### config.mk
export PLATFORM = sky130hd
export DESIGN_NAME = uart_tx_fifo_engine
export DESIGN_NICKNAME = d
export VERILOG_FILES = /design/src/rtl/uart_tx_fifo_engine_pkg.sv /design/src/rtl/uart_tx_bit_timer.sv /design/src/rtl/uart_tx_fifo_engine.sv
export SDC_FILE = /design/constraint.sdc
export NUM_CORES = 1
export LEC_CHECK = 0
export CAP_MARGIN = 20
export CORE_MARGIN = 5
export CORE_UTILIZATION = 54
export DETAILED_ROUTE_END_ITERATION = 8
export PLACE_DENSITY = 0.88
export SLEW_MARGIN = 0
export SYNTH_ARGS = -nofsm -noshare
export SYNTH_HDL_FRONTEND = slang
export SYNTH_SLANG_ARGS = --single-unit
### constraint.sdc
create_clock -name clock -period 2.2 [get_ports clock]
set_input_delay 0.22 -clock clock [delete_from_list [all_inputs] [get_ports clock]]
set_output_delay 0.22 -clock clock [all_outputs]
set_load 0.1 [all_outputs]
### src/rtl/uart_tx_fifo_engine_pkg.sv
// Shared definitions for the UART transmit engine: state encoding, counter widths
// and the parity helper used when a byte is captured from the TX FIFO.
package uart_tx_fifo_engine_pkg;

    typedef enum logic [2:0] {
        IDLE,
        WAIT,
        START,
        DATA,
        PARITY,
        STOP
    } tx_state_t;

    localparam int OVERSAMPLE_DEFAULT = 16;
    localparam int TICK_CNT_W         = 4;
    localparam int BIT_CNT_W          = 3;

    // Bit 7 only takes part in the parity when it is actually transmitted.
    function automatic logic calc_parity(input logic [7:0] data,
                                         input logic       bit8,
                                         input logic       odd_n_even);
        return (^(data & {bit8, 7'h7F})) ^ odd_n_even;
    endfunction

endpackage

### src/rtl/uart_tx_bit_timer.sv
// Oversampling tick counter: flags the baud_tick that completes one serial bit
// and wraps so the next bit starts counting from zero.
module uart_tx_bit_timer
    import uart_tx_fifo_engine_pkg::*;
#(
    parameter int OVERSAMPLE = OVERSAMPLE_DEFAULT
) (
    input  logic clock,
    input  logic aresetn,
    input  logic clear,
    input  logic baud_tick,
    output logic bit_done
);

    localparam logic [TICK_CNT_W-1:0] LAST_TICK = TICK_CNT_W'(OVERSAMPLE - 1);

    logic [TICK_CNT_W-1:0] tick_cnt;

    assign bit_done = baud_tick && !clear && (tick_cnt == LAST_TICK);

    always_ff @(posedge clock or negedge aresetn) begin
        if (!aresetn) begin
            tick_cnt <= '0;
        end else if (clear) begin
            tick_cnt <= '0;
        end else if (baud_tick) begin
            tick_cnt <= bit_done ? '0 : tick_cnt + 1'b1;
        end
    end

endmodule

### src/rtl/uart_tx_fifo_engine.sv
// UART transmit engine: fetches bytes from the TX FIFO with a single read strobe
// and serialises them as start / 7-or-8 data / optional parity / stop bits.
module uart_tx_fifo_engine
    import uart_tx_fifo_engine_pkg::*;
#(
    parameter int FIFO_RD_LATENCY = 2,
    parameter int OVERSAMPLE      = OVERSAMPLE_DEFAULT,
    parameter int STOP_BITS       = 1
) (
    input  logic       clock,
    input  logic       aresetn,
    input  logic       baud_tick,
    input  logic       bit8,
    input  logic       parity_en,
    input  logic       odd_n_even,
    input  logic       fifo_empty,
    input  logic [7:0] fifo_data,
    output logic       fifo_read_n,
    output logic       tx,
    output logic       tx_busy
);

    localparam int                     WAIT_W    = $clog2(FIFO_RD_LATENCY + 1);
    localparam logic [WAIT_W-1:0]      RD_LAT    = WAIT_W'(FIFO_RD_LATENCY);
    localparam logic [BIT_CNT_W-1:0]   LAST_STOP = BIT_CNT_W'(STOP_BITS - 1);

    tx_state_t              state_q, state_d;
    logic [WAIT_W-1:0]      wait_q, wait_d;
    logic [BIT_CNT_W-1:0]   bit_q, bit_d;
    logic [7:0]             shift_q, shift_d;
    logic                   bit8_q, bit8_d;
    logic                   par_en_q, par_en_d;
    logic                   parity_q, parity_d;
    logic                   read_n_q, read_n_d;
    logic                   tx_q, tx_d;
    logic                   busy_q;
    logic                   timer_clear;
    logic                   bit_done;

    // The tick counter is held at zero until the first serial bit begins.
    assign timer_clear = (state_q == IDLE) || (state_q == WAIT);

    uart_tx_bit_timer #(
        .OVERSAMPLE (OVERSAMPLE)
    ) u_bit_timer (
        .clock     (clock),
        .aresetn   (aresetn),
        .clear     (timer_clear),
        .baud_tick (baud_tick),
        .bit_done  (bit_done)
    );

    always_comb begin
        state_d  = state_q;
        wait_d   = wait_q;
        bit_d    = bit_q;
        shift_d  = shift_q;
        bit8_d   = bit8_q;
        par_en_d = par_en_q;
        parity_d = parity_q;
        read_n_d = 1'b1;
        tx_d     = 1'b1;

        case (state_q)
            IDLE: begin
                if (!fifo_empty) begin
                    read_n_d = 1'b0;
                    wait_d   = '0;
                    state_d  = WAIT;
                end
            end
            WAIT: begin
                if (wait_q == RD_LAT) begin
                    shift_d  = fifo_data;
                    bit8_d   = bit8;
                    par_en_d = parity_en;
                    parity_d = calc_parity(fifo_data, bit8, odd_n_even);
                    bit_d    = '0;
                    state_d  = START;
                end else begin
                    wait_d = wait_q + 1'b1;
                end
            end
            START: begin
                if (bit_done) begin
                    state_d = DATA;
                end
            end
            DATA: begin
                if (bit_done) begin
                    if (bit_q == (bit8_q ? 3'd7 : 3'd6)) begin
                        bit_d   = '0;
                        state_d = par_en_q ? PARITY : STOP;
                    end else begin
                        bit_d   = bit_q + 1'b1;
                        shift_d = shift_q >> 1;
                    end
                end
            end
            PARITY: begin
                if (bit_done) begin
                    bit_d   = '0;
                    state_d = STOP;
                end
            end
            STOP: begin
                if (bit_done) begin
                    if (bit_q == LAST_STOP) begin
                        // Back-to-back frames fetch the next byte straight from the stop bit.
                        if (!fifo_empty) begin
                            read_n_d = 1'b0;
                            wait_d   = '0;
                            state_d  = WAIT;
                        end else begin
                            state_d = IDLE;
                        end
                    end else begin
                        bit_d = bit_q + 1'b1;
                    end
                end
            end
            default: state_d = IDLE;
        endcase

        case (state_d)
            START:   tx_d = 1'b0;
            DATA:    tx_d = shift_d[0];
            PARITY:  tx_d = parity_d;
            default: tx_d = 1'b1;
        endcase
    end

    always_ff @(posedge clock or negedge aresetn) begin
        if (!aresetn) begin
            state_q  <= IDLE;
            wait_q   <= '0;
            bit_q    <= '0;
            read_n_q <= 1'b1;
            tx_q     <= 1'b1;
            busy_q   <= 1'b0;
        end else begin
            state_q  <= state_d;
            wait_q   <= wait_d;
            bit_q    <= bit_d;
            read_n_q <= read_n_d;
            tx_q     <= tx_d;
            busy_q   <= (state_d != IDLE);
        end
    end

    // Captured byte and frame configuration carry no reset; they are reloaded per frame.
    always_ff @(posedge clock) begin
        shift_q  <= shift_d;
        bit8_q   <= bit8_d;
        par_en_q <= par_en_d;
        parity_q <= parity_d;
    end

    assign fifo_read_n = read_n_q;
    assign tx          = tx_q;
    assign tx_busy     = busy_q;

endmodule

==> flow_metrics.tcl <==
set metrics [dict create \
    outcome "complete, no violations" \
    wl_met2_mm 1.29 \
    worst-setup-path-type "flop to flop" \
    fmax_mhz 514 \
    worstSetupEndpointType "flop" \
    grt_pass1_vias 1071 \
    drt_wl_total_mm 2.71 \
    setup_viol 0 \
    clock_path_buffers 2 \
    grt_max_degree 16 \
    final_max_slew_viol_count 0 \
    synth_most_common_cell "dfrtp_1" \
    peakVddDrop_mv 0.618 \
    core_area_sq_um 2500 \
    numPortBuffers 17 \
    synth_top_family_by_area "compound AO/OA/AOI/OAI gates" \
    die_x_um 61.4 \
    crit_fanout 7 \
    synthAdderAreaFrac_pct 3.50 \
    maxCapViolCount 0 \
    die_h_um 61.4 \
    path_clk_slew_ns 0.14 \
    leakage_nw 0.702 \
    post-route-period-util_pct 88.5 \
    crit_start "u_bit_timer.tick_cnt[0]" \
    netlist_area_sq_um 1430 \
    hold_class "input port to async pin" \
    yosys.area_share.simple_pct 15.2 \
    synth_compound_area_share_pct 19.4 \
    drc 0 \
    worst_pin_slew_ns 0.668 \
    wl_met3_um 133 \
    total_power_mw 1.34 \
    nNetsFinal 172 \
    wl_met1_mm 1.26 \
    dr.first_iter.drc_count 92 \
    root_buffer "clkbuf_4" \
    netlist.area_leader.share_pct 22.8 \
    yosys_most_used_dff "dfrtp_1" \
    cts_hold_buf 0 \
    grt_antenna_before_repair 0 \
    async_flop_share_pct 57.7 \
    synth_edf_count 9 \
    syn_nets 152 \
    gp_congestion 0.787 \
    clk_latency_ns 0.33 \
    grt_pass1_wl_mm 4.71 \
    synth_common_cells "13 x dfrtp_1, 11 x nand2_1, 9 x edfxtp_1" \
    worst_setup_path_start_kind "flop" \
    synth_seq_cells 26 \
    grt_remaining_overflow 0 \
    synth_area_leaders "dfrtp_1 23%, edfxtp_1 19%, xnor2_1 4.9%" \
    synthMuxAreaShare_pct 2.28 \
    nFillCells 186 \
    drt_pre_antenna_iters 4 \
    cts_tree "done" \
    grt_usage_pct 16.6 \
    synth_xor_area_share_pct 6.65 \
    htree_levels 1 \
    syn_inst 133 \
    multi_input_area_sq_um 673 \
    dieArea_sq_um 3770 \
    setup_tns_ns 0 \
    numCtsBuffers 3 \
    ant_nets 0 \
    highest_layer "met4" \
    ctsResizeCount 0 \
    slew_headroom_pct 55.4 \
    io_pins 18 \
    ys_seq_area_share_pct 48.2 \
    wl_per_cell_um 14.9 \
    drive_gt1_share_pct 13.2 \
    row_count 18 \
    timing.rr.start "u_bit_timer.tick_cnt[0]" \
    cts_setup_buffers 0 \
    initial_core_util_pct 57.2 \
    layout_min_cycle_time_ns 1.95 \
    regArea_sq_um 688 \
    arrival_ns 1.97 \
    dp_hpwl_mm 2.02 \
    vias_per_cell 5.80 \
    synth_top_area_cell "dfrtp_1" \
    fin_skew_ns 0.00290 \
    antenna_cells 0 \
    finalHoldViolCount 0 \
    synth_cell_types 51 \
    vias 1056 \
    cts.sinks 26 \
    pwr_density_cell_nw_per_um2 805 \
    area_growth_pct 16.3 \
    syn-mean-instance-area_sq_um 10.7 \
    crit_required_ns 2.23 \
    rsz0062_at_grt "false" \
    ys_warn_count 0 \
]
-- logic make-up (layout without fill, tap and decap cells) --
family	count (synthesis)	in the layout
fa+ha+maj	4	4
flops	26	26
buf+inv	15	34
xor+xnor	10	10
simple gates	41	41
mux	3	3
compound gates	34	34
-- power by group --
part | switching, mW | total (mW) | internal, mW
Combinational | 0.242 | 0.418 | 0.176
Clock | 0.147 | 0.248 | 0.101
Sequential | 0.0802 | 0.673 | 0.592
-- sequential cells by signal, summed over array words and instances (netlist names) --
register / cells
state_q: 3
u_bit_timer.tick_cnt: 4
par_en_q: 1
tx: 1
parity_q: 1
tx_busy: 1
wait_q: 2
fifo_read_n: 1
shift_q: 8
bit8_q: 1
bit_q: 3
-- critical path, cell delays in order, from the launching register on --
cell       delay (ns)
dfrtp_1          0.44
ha_1             0.25
nand4_1          0.24
a2111oi_4        0.39
or2_1            0.32
-- final timing paths --
check	to	depth (start not counted)	slack [ns]
setup / recovery	shift_q[5]	4	0.25
hold reg to reg	parity_q	2	0.48
max in group asynchronous	u_bit_timer.tick_cnt[3]	1	1.50
setup reg to reg	shift_q[5]	4	0.25
hold / removal	u_bit_timer.tick_cnt[2]	1	0.28
min in group clock	par_en_q	1	0.44
-- layout make-up --
type,instances,area share (%)
clock buffer,4,2.18
inverter,9,2.03
multi-input combinational,92,40.5
sequential,26,41.4
tap,30,2.26
timing repair buffer,21,11.6
-- per-layer routing --
metal / up-vias / GRT usage (%)
li1: 524 / -
met1: 503 / 21.8
met2: 26 / 27.9
met3: 3 / 2.31
met4: 0 / 6.06
met5: - / 0
-- per-stage QoR --
stage	setup WS (ns)	std cells	hold WS, ns	cell area [sq um]	util, %
2_1_floorplan	0.264	133	-0.0756	1430	-
6_report	0.253	182	0.280	1660	66.5
5_1_grt	0.0583	182	0.329	1660	66.5
3_5_place_dp	0.159	178	0.454	1630	65.0
4_1_cts	0.230	182	0.300	1660	66.5
3_3_place_gp	0.253	178	0.443	1630	65.0
-- cells in the final DEF, fill, tap and decap left out, types with 2 or more instances in the layout --
master and n:
a211oi_1 2, a21oi_1 6, a22o_1 6, and2_1 2, buf_4 7, clkbuf_4 3, clkdlybuf4s50_1 14, dfrtp_1 13
dfstp_2 2, dfxtp_1 2, edfxtp_1 9, ha_1 4, inv_1 8, mux2_2 2, nand2_1 11, nand2b_1 2
nand3_1 3, nand4_1 2, nor2_1 6, nor2b_1 3, nor3_1 3, o21ai_0 4, or2_1 2, xnor2_1 8
Note: power is estimated with default switching activity, not from simulation.
